<file path="config.mk">
export PLATFORM = sky130hd
export DESIGN_NAME = i2c_target_regs
export DESIGN_NICKNAME = d
export VERILOG_FILES = /design/src/rtl/i2c_target_pkg.sv /design/src/rtl/i2c_target_regs_line_filter.sv /design/src/rtl/i2c_target_regs.sv
export SDC_FILE = /design/constraint.sdc
export NUM_CORES = 1
export LEC_CHECK = 0
export ABC_AREA = 1
export CAP_MARGIN = 20
export CORE_MARGIN = 1
export CORE_UTILIZATION = 56
export CTS_BUF_LIST = sky130_fd_sc_hd__clkbuf_8
export DETAILED_ROUTE_END_ITERATION = 10
export GPL_ROUTABILITY_DRIVEN = 0
export PLACE_DENSITY = 0.77
export SYNTH_ARGS = -nofsm -noshare
export SYNTH_HDL_FRONTEND = slang
export SYNTH_HIERARCHICAL = 1
export SYNTH_SLANG_ARGS = --single-unit
</file>
<file path="constraint.sdc">
create_clock -name clk -period 6.55 [get_ports clk]
set_clock_uncertainty 0.2 [all_clocks]
set_input_delay 1.31 -clock clk [delete_from_list [all_inputs] [get_ports clk]]
set_output_delay 1.31 -clock clk [all_outputs]
set_load 0.02 [all_outputs]
</file>
<file path="src/rtl/i2c_target_pkg.sv">
// Shared types and constants for the I2C register target.
package i2c_target_pkg;

   // Protocol phase of the target; ACK states cover the 9th SCL clock of a byte.
   typedef enum logic [3:0] {
      IDLE,
      ADDR,
      ADDR_ACK,
      PTR,
      PTR_ACK,
      WR_DATA,
      WR_ACK,
      RD_DATA,
      RD_ACK,
      IGNORE
   } state_t;

   // SDA level carried during the acknowledge bit.
   localparam logic I2C_ACK  = 1'b0;
   localparam logic I2C_NACK = 1'b1;

endpackage

</file>
<file path="src/rtl/i2c_target_regs_line_filter.sv">
// One bus line: synchronizer chain, run-length glitch filter and edge detect.
// Pad-to-edge-pulse latency is SYNC_STAGES + FILTER_LEN clk cycles.
module i2c_line_filter #(
   parameter int unsigned SYNC_STAGES = 2,
   parameter int unsigned FILTER_LEN  = 3
) (
   input  logic clk,
   input  logic reset,
   input  logic pad_i,
   output logic level_o,
   output logic rise_o,
   output logic fall_o
);

   localparam int unsigned CW = $clog2(FILTER_LEN + 1);

   logic [SYNC_STAGES-1:0] sync_q;
   logic [CW-1:0]          cnt_q, cnt_d;
   logic                   level_q, level_d;
   logic                   prev_q;
   logic                   synced;

   assign synced = sync_q[SYNC_STAGES-1];

   // Synchronizer chain; idle bus level is high.
   always_ff @(posedge clk) begin
      if (reset) begin
         sync_q <= '1;
      end else begin
         sync_q[0] <= pad_i;
         for (int unsigned i = 1; i < SYNC_STAGES; i++) begin
            sync_q[i] <= sync_q[i-1];
         end
      end
   end

   // Accept a new level only after FILTER_LEN consecutive differing samples.
   always_comb begin
      level_d = level_q;
      cnt_d   = '0;
      if (synced != level_q) begin
         if (cnt_q == CW'(FILTER_LEN - 1)) begin
            level_d = synced;
         end else begin
            cnt_d = cnt_q + CW'(1);
         end
      end
   end

   // Filtered level and its one-cycle-delayed copy for edge detection.
   always_ff @(posedge clk) begin
      if (reset) begin
         cnt_q   <= '0;
         level_q <= 1'b1;
         prev_q  <= 1'b1;
      end else begin
         cnt_q   <= cnt_d;
         level_q <= level_d;
         prev_q  <= level_q;
      end
   end

   assign level_o = level_q;
   assign rise_o  = level_q & ~prev_q;
   assign fall_o  = ~level_q & prev_q;

endmodule

</file>
<file path="src/rtl/i2c_target_regs.sv">
// I2C target exposing NUM_REGS byte registers with a pointer-then-data
// protocol, mirrored on an Avalon-MM slave port.
module i2c_target_regs
   import i2c_target_pkg::*;
#(
   parameter logic [6:0]  TARGET_ADDR = 7'h42,
   parameter int unsigned NUM_REGS    = 4,
   parameter int unsigned SYNC_STAGES = 2,
   parameter int unsigned FILTER_LEN  = 3
) (
   input  logic                        clk,
   input  logic                        reset,
   input  logic                        scl_in,
   input  logic                        sda_in,
   output logic                        sda_oe,
   input  logic [$clog2(NUM_REGS)-1:0] address,
   input  logic                        chipselect,
   input  logic                        read,
   input  logic                        write,
   input  logic [7:0]                  writedata,
   output logic [7:0]                  readdata,
   output logic                        busy,
   output logic                        wr_event
);

   localparam int unsigned PW = $clog2(NUM_REGS);

   logic          scl_lvl, scl_rise, scl_fall;
   logic          sda_lvl, sda_rise, sda_fall;
   logic          start_cond, stop_cond;

   state_t        state_q, state_d;
   logic [3:0]    bitcnt_q, bitcnt_d;
   logic [7:0]    shift_q, shift_d;
   logic [PW-1:0] ptr_q, ptr_d, ptr_inc;
   logic          oe_q, oe_d;
   logic          busy_q, busy_d;
   logic          wr_ev_q, wr_ev_d;
   logic          reg_we;
   logic [7:0]    rx_byte;
   logic [7:0]    readdata_q;
   logic [7:0]    regs_q [NUM_REGS];

   i2c_line_filter #(.SYNC_STAGES(SYNC_STAGES), .FILTER_LEN(FILTER_LEN)) u_scl_filter (
      .clk    (clk),
      .reset  (reset),
      .pad_i  (scl_in),
      .level_o(scl_lvl),
      .rise_o (scl_rise),
      .fall_o (scl_fall)
   );

   i2c_line_filter #(.SYNC_STAGES(SYNC_STAGES), .FILTER_LEN(FILTER_LEN)) u_sda_filter (
      .clk    (clk),
      .reset  (reset),
      .pad_i  (sda_in),
      .level_o(sda_lvl),
      .rise_o (sda_rise),
      .fall_o (sda_fall)
   );

   assign start_cond = sda_fall & scl_lvl;
   assign stop_cond  = sda_rise & scl_lvl;
   assign rx_byte    = {shift_q[6:0], sda_lvl};
   assign ptr_inc    = ptr_q + PW'(1);

   // Protocol engine. ACK states enter at the 8th SCL rise with bitcnt=8:
   // the next fall asserts SDA (bitcnt->9), the one after ends the ACK bit.
   always_comb begin
      state_d  = state_q;
      bitcnt_d = bitcnt_q;
      shift_d  = shift_q;
      ptr_d    = ptr_q;
      oe_d     = oe_q;
      busy_d   = busy_q;
      wr_ev_d  = 1'b0;
      reg_we   = 1'b0;
      if (start_cond) begin
         state_d  = ADDR;
         bitcnt_d = '0;
         oe_d     = 1'b0;
      end else if (stop_cond) begin
         state_d = IDLE;
         oe_d    = 1'b0;
         busy_d  = 1'b0;
      end else begin
         case (state_q)
            IDLE: begin
            end
            ADDR: begin
               if (scl_rise) begin
                  shift_d  = rx_byte;
                  bitcnt_d = bitcnt_q + 4'd1;
                  if (bitcnt_q == 4'd7) begin
                     if (rx_byte[7:1] == TARGET_ADDR) begin
                        state_d = ADDR_ACK;
                        busy_d  = 1'b1;
                     end else begin
                        state_d = IGNORE;
                     end
                  end
               end
            end
            ADDR_ACK: begin
               if (scl_fall) begin
                  if (bitcnt_q == 4'd8) begin
                     oe_d     = 1'b1;
                     bitcnt_d = 4'd9;
                  end else begin
                     bitcnt_d = '0;
                     if (shift_q[0]) begin
                        shift_d = regs_q[ptr_q];
                        oe_d    = ~regs_q[ptr_q][7];
                        state_d = RD_DATA;
                     end else begin
                        oe_d    = 1'b0;
                        state_d = PTR;
                     end
                  end
               end
            end
            PTR: begin
               if (scl_rise) begin
                  shift_d  = rx_byte;
                  bitcnt_d = bitcnt_q + 4'd1;
                  if (bitcnt_q == 4'd7) begin
                     ptr_d   = rx_byte[PW-1:0];
                     state_d = PTR_ACK;
                  end
               end
            end
            PTR_ACK, WR_ACK: begin
               if (scl_fall) begin
                  if (bitcnt_q == 4'd8) begin
                     oe_d     = 1'b1;
                     bitcnt_d = 4'd9;
                  end else begin
                     oe_d     = 1'b0;
                     bitcnt_d = '0;
                     state_d  = WR_DATA;
                  end
               end
            end
            WR_DATA: begin
               if (scl_rise) begin
                  shift_d  = rx_byte;
                  bitcnt_d = bitcnt_q + 4'd1;
                  if (bitcnt_q == 4'd7) begin
                     reg_we  = 1'b1;
                     wr_ev_d = 1'b1;
                     ptr_d   = ptr_inc;
                     state_d = WR_ACK;
                  end
               end
            end
            RD_DATA: begin
               // bitcnt counts bits already clocked out; bit 7 may be driven
               // on entry (after address ACK) or on the first fall (after master ACK).
               if (scl_rise && bitcnt_q != 4'd8) begin
                  bitcnt_d = bitcnt_q + 4'd1;
               end else if (scl_fall) begin
                  if (bitcnt_q == 4'd0) begin
                     oe_d = ~shift_q[7];
                  end else if (bitcnt_q == 4'd8) begin
                     oe_d    = 1'b0;
                     state_d = RD_ACK;
                  end else begin
                     shift_d = {shift_q[6:0], 1'b0};
                     oe_d    = ~shift_q[6];
                  end
               end
            end
            RD_ACK: begin
               if (scl_rise) begin
                  if (sda_lvl == I2C_ACK) begin
                     ptr_d    = ptr_inc;
                     shift_d  = regs_q[ptr_inc];
                     bitcnt_d = '0;
                     state_d  = RD_DATA;
                  end else begin
                     oe_d    = 1'b0;
                     busy_d  = 1'b0;
                     state_d = IGNORE;
                  end
               end
            end
            IGNORE: begin
               oe_d = 1'b0;
            end
            default: begin
               state_d = IDLE;
               oe_d    = 1'b0;
            end
         endcase
      end
   end

   // Protocol state registers.
   always_ff @(posedge clk) begin
      if (reset) begin
         state_q  <= IDLE;
         bitcnt_q <= '0;
         shift_q  <= '0;
         ptr_q    <= '0;
         oe_q     <= 1'b0;
         busy_q   <= 1'b0;
         wr_ev_q  <= 1'b0;
      end else begin
         state_q  <= state_d;
         bitcnt_q <= bitcnt_d;
         shift_q  <= shift_d;
         ptr_q    <= ptr_d;
         oe_q     <= oe_d;
         busy_q   <= busy_d;
         wr_ev_q  <= wr_ev_d;
      end
   end

   // Register file; the I2C write is issued last so it wins a same-cycle collision.
   always_ff @(posedge clk) begin
      if (reset) begin
         for (int unsigned i = 0; i < NUM_REGS; i++) begin
            regs_q[i] <= '0;
         end
      end else begin
         if (chipselect && write) begin
            regs_q[address] <= writedata;
         end
         if (reg_we) begin
            regs_q[ptr_q] <= rx_byte;
         end
      end
   end

   // Registered Avalon read data.
   always_ff @(posedge clk) begin
      if (reset) begin
         readdata_q <= '0;
      end else if (chipselect && read) begin
         readdata_q <= regs_q[address];
      end
   end

   assign sda_oe   = oe_q;
   assign busy     = busy_q;
   assign wr_event = wr_ev_q;
   assign readdata = readdata_q;

endmodule
</file>
* Word level (Yosys, flattened, before mapping)
Memories as Yosys holds them, arrays and structs flattened. A register that Yosys moved wholly into a read port is not among the register bits.
Cells that the tools add are included.
** Storage, ports and cells
- Register bits :: 33
- Memory bits (writable) :: 32
- Input bits :: 17
- Output and inout port bits :: 11
- Logic and storage cells :: 215
- Memories :: 1
** Memories
- regs_q :: depth 4, bits a word 8, read ports 3, clocked after memory_dff 2, wr ports 4, line i2c_target_regs.sv:42 : logic [7:0] regs_q [NUM_REGS];
** Cells by class
- $add $sub $neg :: 4
- Equal/unequal tests :: 60
- Mux-type cells :: 84
- Bitwise gates (word level) :: 19
- Reductions and logical operators :: 30
** Operators with widths (number)
- 8-bit 2-to-1 mux :: 12
- 4-bit 2-to-1 mux :: 23
- 4-bit != test, second input constant :: 16
- 2-bit != test, second input constant :: 19
- 1-bit 2-to-1 mux :: 32
- 4-bit case mux with 8 select lines :: 1
- 8-bit case mux with 4 select lines :: 1
- 16-bit AND reduction :: 2
- 7-bit AND reduction :: 3
- 4-bit by 3-bit == test with 1-bit output, second input constant :: 5
- 2-bit 2-to-1 mux :: 10
- 4-bit case mux with 4 select lines :: 1
- 8-bit OR reduction :: 2
- 3-bit OR reduction :: 5
- 1-bit inverter :: 13
- 13-bit AND reduction :: 1
- 4-bit == test, second input constant :: 3
- 3-bit != test, second input constant :: 4
- 12-bit AND reduction :: 1
- 9-bit AND reduction :: 1
- 4-bit by 2-bit == test with 1-bit output, second input constant :: 2
- 4-bit logical NOT :: 2
- 4-bit nonzero test :: 2
- 7-bit == test, second input constant :: 1
- 18 further kinds :: 35

* Depth between registers and ports, before layout
Gate-level depths: netlist of the first run.
- Depth after elaboration :: 11
- Gate-level depth with buffers :: 14
- Depth with buffers taken out :: 12

* Modules after synthesis
The synthesis of the first run kept the hierarchy.
** By module, submodules not included
- i2c_target_regs :: times used 1, cells an instance 691, area each 4441.8 µm², sequential area each 1581.5 µm²
- i2c_line_filter :: times used 2, cells an instance 24, area each 215.2 µm², sequential area each 120.1 µm²

* Worst setup path after synthesis of the first run
No wires, ideal clock.
- Path type :: in2reg
- From :: input address[0]
- To :: memory regs_q[3][0] (enable)
- Library setup time :: 0.404 ns
- Arrival :: 2.819 ns
- Data required time :: 5.946 ns
- Setup slack :: 3.127 ns
- Stages on the path :: 3
- Path buffers :: 1
- Path through :: buf_2 -> clkinv_1 -> o311ai_0
** RTL lines
- start: declaration :: line i2c_target_regs.sv:16 : input logic [$clog2(NUM_REGS)-1:0] address,
- end: declaration :: line i2c_target_regs.sv:42

==> metrics.md, run 1 <==
| Metric | Value |
|---|---|
| Clock tree sinks | 75 |
| Pins Over Slew Limit | 0 |
| Syn_nets | 764 |
| Final hold vios | 0 |
| Top Ports | 28 |
| Distinct cell type count after synthesis | 36 |
| Crit-path cells | clkdlybuf4s50_1 -> inv_1 -> nand2_1 -> nor3_4 -> nand2_4 -> o311ai_1 -> buf_2 |
| HPWL after DPL | 10.5 mm |
| CORE AREA | 8300 um2 |
| Layout cell share with drive strength beyond 1 | 6.30% |
| # rows | 33 |
| R2R Path End | shift_q[4] |
| Die boundary width | 95.3 um |
| Nets | 782 |
| PD cells | 392 nW/um2 |
| Slew headroom | 45.6% |
| Antenna Nets Post-Route | 0 |
| Synthesized instance count | 739 |
| Root Driver | clkbuf_8 |
| Post-cts sizing count | 0 |
| Smallest hold slack | 214 ps |
| R2R Setup Slk | 3090 ps |
| # DRC | 0 |
| Reg2reg start | ptr_q[0] |
| Die Ht | 95.3 um |
| Cell taking the most area after synthesis | edfxtp_1 |
| Most used flip-flop cell after synthesis | dfxtp_1 |
| DR iter-0 viols | 641 |
| Count of input and output buffers | 27 |
| Ys async rst share | 0% |
| Crit share post-route | 62.2% |
| Total gr overflow | 0 |
| End of the critical path | regs_q[3][4] |
| Lkg Pwr | 2.49 nW |
| Initial core utilization | 58.7% |
| R2R cell count | 11 |
| TNS Setup | 0 ps |
| HP Class | register to register |
| FF+latch count, synth | 75 |
| RSZ-0062 raised after global routing | false |
| Worst Setup SP | reset |
| CTS buffer count | 9 |
| Post-CTS Hold Buffers | 0 |
| Critical path's slowest cell | inv_1 |
| Maximum fanout along the worst path | 24 |
| Sequential area share after synthesis | 37.4% |
| H-tree levels | 3 |
| Area share of the largest cell type after synthesis | 19.7% |
| Minimum clock period | 4080 ps |
| Final-report setup violation count | 0 |
| CP max stage delay | 670 ps |
| Mapped cell area | 4870 um2 |
| VDD IR max | 0.172 mV |
| Vias/cell | 5.89 |
| CP endpoint kind | register |
| Number of global-route vias before repair | 4575 |
| Post-synth EDFFs | 32 |
| Routed WL | 14.0 mm |
| Layout fillers | 796 |
| Post-CTS Setup Inserts | 0 |
| Largest cells by area after synthesis | edfxtp_1 20%, dfxtp_1 18%, nand2_1 15% |
| Synth Area per Inst | 6.59 um2 |
| Most numerous cell in the Yosys netlist | nand2_1 |
| Worst Path Arrival | 3950 ps |
| Largest net degree at the start of global routing | 25 |
| Drt wl/cell | 16.2 um |
| Vias | 5109 |
| GRT Resource Usage Total | 33.0% |
| Die area | 9080 um2 |
| Antenna violations before repair | 0 |
| Required @ worst endpoint | 6420 ps |
| Fmax | 245 MHz |
| CP startpoint kind | input port |
| First drt pass iteration count | 8 |
| Post-layout util | 64.4% |
| Worst-path clk slew | 90 ps |
| Area grow syn2layout | 9.71% |
| Diodes inserted | 0 |
| Max_cap viols | 0 |
| Worst-Margin Slew | 815 ps |
| First-pass GRT wire length | 22.4 mm |
| CTS tree | yes |
| Worst-Skew Late Latency | 370 ps |
| Status | finished clean |
| Clk buf depth | 2 |
| Crit path kind | input port to register |
| YS warnings | 6 |
| Post-synth top cells | 199 x nand2_1, 111 x nor2_1, 87 x nand3_1 |
==> area by class of cell <==
type	instances	area, um2	area share [%]
multi-input cells	554	2600	48.7
well taps	105	131	2.46
clock buffers	9	124	2.32
inverters	89	334	6.25
repair buffers	28	275	5.15
flip-flops and latches	75	1820	34.1
clock inverters	7	57.6	1.08
==> where the power goes <==
part           internal [mW]  total (mW)  leakage [nW]  switching [mW]
combinational          0.338        1.06          1.73           0.724
clock                  0.145       0.352        0.0968           0.208
sequential             0.562       0.681         0.659           0.119
==> sequential cells by signal, summed over array words and instances, names as in the netlist, named ones only <==
| name | cells |
|---|---|
| bitcnt_q | 4 |
| busy | 1 |
| ptr_q | 2 |
| readdata | 8 |
| regs_q | 32 |
| sda_oe | 1 |
| shift_q | 8 |
| state_q | 4 |
| u_scl_filter/cnt_q | 2 |
| u_scl_filter/level_o | 1 |
| u_scl_filter/prev_q | 1 |
| u_scl_filter/sync_q | 2 |
| u_sda_filter/cnt_q | 2 |
| u_sda_filter/level_o | 1 |
| u_sda_filter/prev_q | 1 |
| u_sda_filter/sync_q | 2 |
| wr_event | 1 |
==> through the flow <==
step                      area (um2)  total power [mW]  instances  setup slack (ps)
final                           5350              2.09        867              2470
after global routing            5350              2.27        867              2240
after CTS                       5340              2.06        866              2530
after detailed placement        5160              1.72        850              2150
after global placement          5160              1.70        850              2270
after floorplan                 4870              1.47        739              3130
==> per-layer routing <==
layer / track usage [%] / up-vias / routed length (um)
li1: - / 2433 / -
met1: 45.3 / 2282 / 5800
met2: 48.3 / 336 / 5910
met3: 9.41 / 58 / 1870
met4: 14.3 / 0 / 449
met5: 0 / - / 0
==> worst max-delay path: cells and delay by family <==
family	cells	cell delay, ps
AND/OR/NAND/NOR	3	860
buffers and inverters	3	1590
AO/OA/AOI/OAI	1	190
==> worst min path at each step <==
stage | start | end | slack, ps | depth (start not counted)
2_1_floorplan | u_scl_filter/sync_q[0] | u_scl_filter/sync_q[1] | 180 | 1
3_3_place_gp | u_scl_filter/sync_q[0] | u_scl_filter/sync_q[1] | 190 | 1
3_5_place_dp | u_scl_filter/sync_q[0] | u_scl_filter/sync_q[1] | 200 | 1
4_1_cts | u_scl_filter/sync_q[0] | u_scl_filter/sync_q[1] | 220 | 1
5_1_grt | u_scl_filter/sync_q[0] | u_scl_filter/sync_q[1] | 230 | 1
6_report | u_scl_filter/sync_q[0] | u_scl_filter/sync_q[1] | 210 | 1
==> cell usage in the layout (no fill, tap or decap), types with 20 or more instances in the layout <==
master,synthesis,final
dfxtp_1,43,43
nand2_1,199,199
edfxtp_1,32,32
o21ai_1,20,20
nand3_1,87,87
nor2_1,111,111
clkdlybuf4s50_1,0,27
inv_1,79,79
a21oi_1,22,22
o21ai_0,50,50
==> logic make-up (layout without fill, tap and decap cells) <==
logic type,count (synthesis),after routing,synth area share (%)
and+or+nand+nor,435,435,39.0
AOI/OAI and AO/OA,111,111,12.3
DFF,75,75,37.4
buffers and inverters,110,133,9.22
adders and majority gates,8,8,2.05
No activity file was read; power rests on OpenSTA's default activity.
==> run 2, diff against run 1 <==
==> constraint.sdc (replaced) <==
create_clock -name clk -period 3.95 [get_ports clk]
set_clock_uncertainty 0.2 [all_clocks]
set_input_delay 0.79 -clock clk [delete_from_list [all_inputs] [get_ports clk]]
set_output_delay 0.79 -clock clk [all_outputs]
set_load 0.02 [all_outputs]
==> metrics.md, run 2 (synthesized netlist as in run 1, its figures left out) <==
| Metric | Value |
|---|---|
| DP Worst Slack | 741 ps (was 2150 ps) |
| RSZ-0062 raised after global routing | false (unchanged) |
| Worst Path Arrival | 2760 ps (was 3950 ps) |
| Routed WL | 14.0 mm (about the same) |
| Worst-path clk slew | 90 ps (about the same) |
| DR iter-0 viols | 499 (was 641) |
| Vias/cell | 5.83 (was 5.89) |
| Die Ht | 95.3 um (unchanged) |
| Post-CTS Setup Inserts | 0 (unchanged) |
| Post-layout util | 65.1% (was 64.4%) |
| WP buf/inv | 2 (was 3) |
| Critical path's slowest cell | clkdlybuf4s50_1 (was inv_1) |
| H-tree levels | 3 (unchanged) |
| CP delay by family, top | simple AND/OR/NAND/NOR gates (was buffers and inverters) |
| Most flops, register | regs_q (unchanged) |
| Placed Area | 5200 um2 (was 5160 um2) |
| Antenna violations before repair | 0 (unchanged) |
| Drt wl/cell | 16.0 um (was 16.2 um) |
| Most frequent cells in the layout | 199 x nand2_1, 111 x nor2_1, 87 x nand3_1 (unchanged) |
| First-pass GRT wire length | 22.1 mm (was 22.4 mm) |
| Crit-path cells | clkdlybuf4s50_1 -> nor2_1 -> clkinv_1 -> nor3_2 -> nor2_1 -> nand2_1 (was clkdlybuf4s50_1 -> inv_1 -> nand2_1 -> nor3_4 -> nand2_4 -> o311ai_1 -> buf_2) |
| PD cells | 655 nW/um2 (was 392 nW/um2) |
| Slew headroom | 63.7% (was 45.6%) |
| Required @ worst endpoint | 3790 ps (was 6420 ps) |
| Post-CTS Hold Buffers | 0 (unchanged) |
| Die boundary width | 95.3 um (unchanged) |
| Area of the multi-input gates | 2600 um2 (unchanged) |
| CORE AREA | 8300 um2 (unchanged) |
| Max_cap viols | 0 (unchanged) |
| Clk buf depth | 2 (unchanged) |
| # rows | 33 (unchanged) |
| Worst-Margin Slew | 543 ps (was 815 ps) |
| Count of input and output buffers | 27 (unchanged) |
| Commonest non-fill, non-tap cell in the layout | nand2_1 (unchanged) |
| Largest net degree at the start of global routing | 24 (was 25) |
| Area grow syn2layout | 10.9% (was 9.71%) |
| Lkg Pwr | 2.52 nW (was 2.49 nW) |
| Maximum fanout along the worst path | 9 (was 24) |
| Total gr overflow | 0 (unchanged) |
| Crit share post-route | 74.0% |
| CP startpoint kind | input port (unchanged) |
| Final-report setup violation count | 0 (unchanged) |
| Diodes inserted | 0 (unchanged) |
| Setup WS post-layout | 1030 ps (was 2470 ps) |
| Top Ports | 28 (unchanged) |
| CTS buffer count | 9 (unchanged) |
| HPWL after DPL | 10.4 mm (was 10.5 mm) |
| Antenna Nets Post-Route | 0 (unchanged) |
| Layout cell share with drive strength beyond 1 | 6.78% (was 6.30%) |
| CTS tree | yes (unchanged) |
| GRT Resource Usage Total | 32.6% (was 33.0%) |
| Clock tree sinks | 75 (unchanged) |
| Fmax | 342 MHz |
| CP endpoint kind | register (unchanged) |
| Smallest hold slack | 209 ps (was 214 ps) |
| Minimum clock period | 2920 ps |
| Worst-Skew Late Latency | 370 ps (about the same) |
| Layout fillers | 728 (was 796) |
| # DRC | 0 (unchanged) |
| Initial core utilization | 58.7% (unchanged) |
| Post-cts sizing count | 0 (unchanged) |
| Vias | 5085 (was 5109) |
| Die area | 9080 um2 (unchanged) |
| First drt pass iteration count | 5 (was 8) |
| Post-route cell area | 5410 um2 (was 5350 um2) |
| VDD IR max | 0.345 mV (was 0.172 mV) |
| Pins Over Slew Limit | 0 (unchanged) |
| HP Class | register to register (unchanged) |
| Critical path's most frequent cell | nor2_1 |
| Crit path kind | input port to register (unchanged) |
| FF/Latch Area | 1820 um2 (unchanged) |
| Number of global-route vias before repair | 4477 (was 4575) |
| Status | finished clean (unchanged) |
| Max reg flops | 32 (unchanged) |
| Root Driver | clkbuf_8 (unchanged) |
| Final hold vios | 0 (unchanged) |
| TNS Setup | 0 ps (unchanged) |
| Nets | 787 (was 782) |
| CP max stage delay | 580 ps (was 670 ps) |
run 2: cell count changes in the layout (fill, tap and decap cells not counted), sizes merged:
cell    before  now
buf          1    6
inv         88   86
clkinv       8    9
bufinv       0    1
run 2: metrics by stage:
stage,power (mW),std cells
3_5_place_dp,2.86,856
3_3_place_gp,2.82,856
4_1_cts,3.48,872
2_1_floorplan,2.43,739
6_report,3.54,872
5_1_grt,3.79,872
run 2: worst paths after layout:
| check | from | end | slack, ps | depth (start not counted) |
|---|---|---|---|---|
| max | reset | regs_q[0][4] | 1030 | 6 |
| min | u_scl_filter/sync_q[0] | u_scl_filter/sync_q[1] | 210 | 1 |
| max reg2reg | u_scl_filter/level_o | regs_q[1][0] | 1140 | 6 |
| min reg2reg | u_scl_filter/sync_q[0] | u_scl_filter/sync_q[1] | 210 | 1 |
run 2: final cells by class:
| type | instances | share of cell area [%] |
|---|---|---|
| clock inverters | 7 | 1.44 |
| repair buffers | 33 | 5.83 |
| well taps | 105 | 2.43 |
| multi-input cells | 554 | 48.1 |
| flip-flops and latches | 75 | 33.7 |
| inverters | 89 | 6.18 |
| clock buffers | 9 | 2.29 |
run 2: layer usage:
metal	up-vias	global-route usage (%)	part of all wire, %
met3	41	6.30	13
met2	313	47.9	42
met1	2285	46.2	42
li1	2446	-	-
met4	0	14.9	2.9
met5	-	0	0
run 2: report_power, final:
group          switching [mW]  leakage, nW  internal [mW]  total [mW]
registers               0.167        0.659          0.931        1.10
logic                    1.24         1.75          0.572        1.81
clock network           0.333        0.107          0.298       0.631
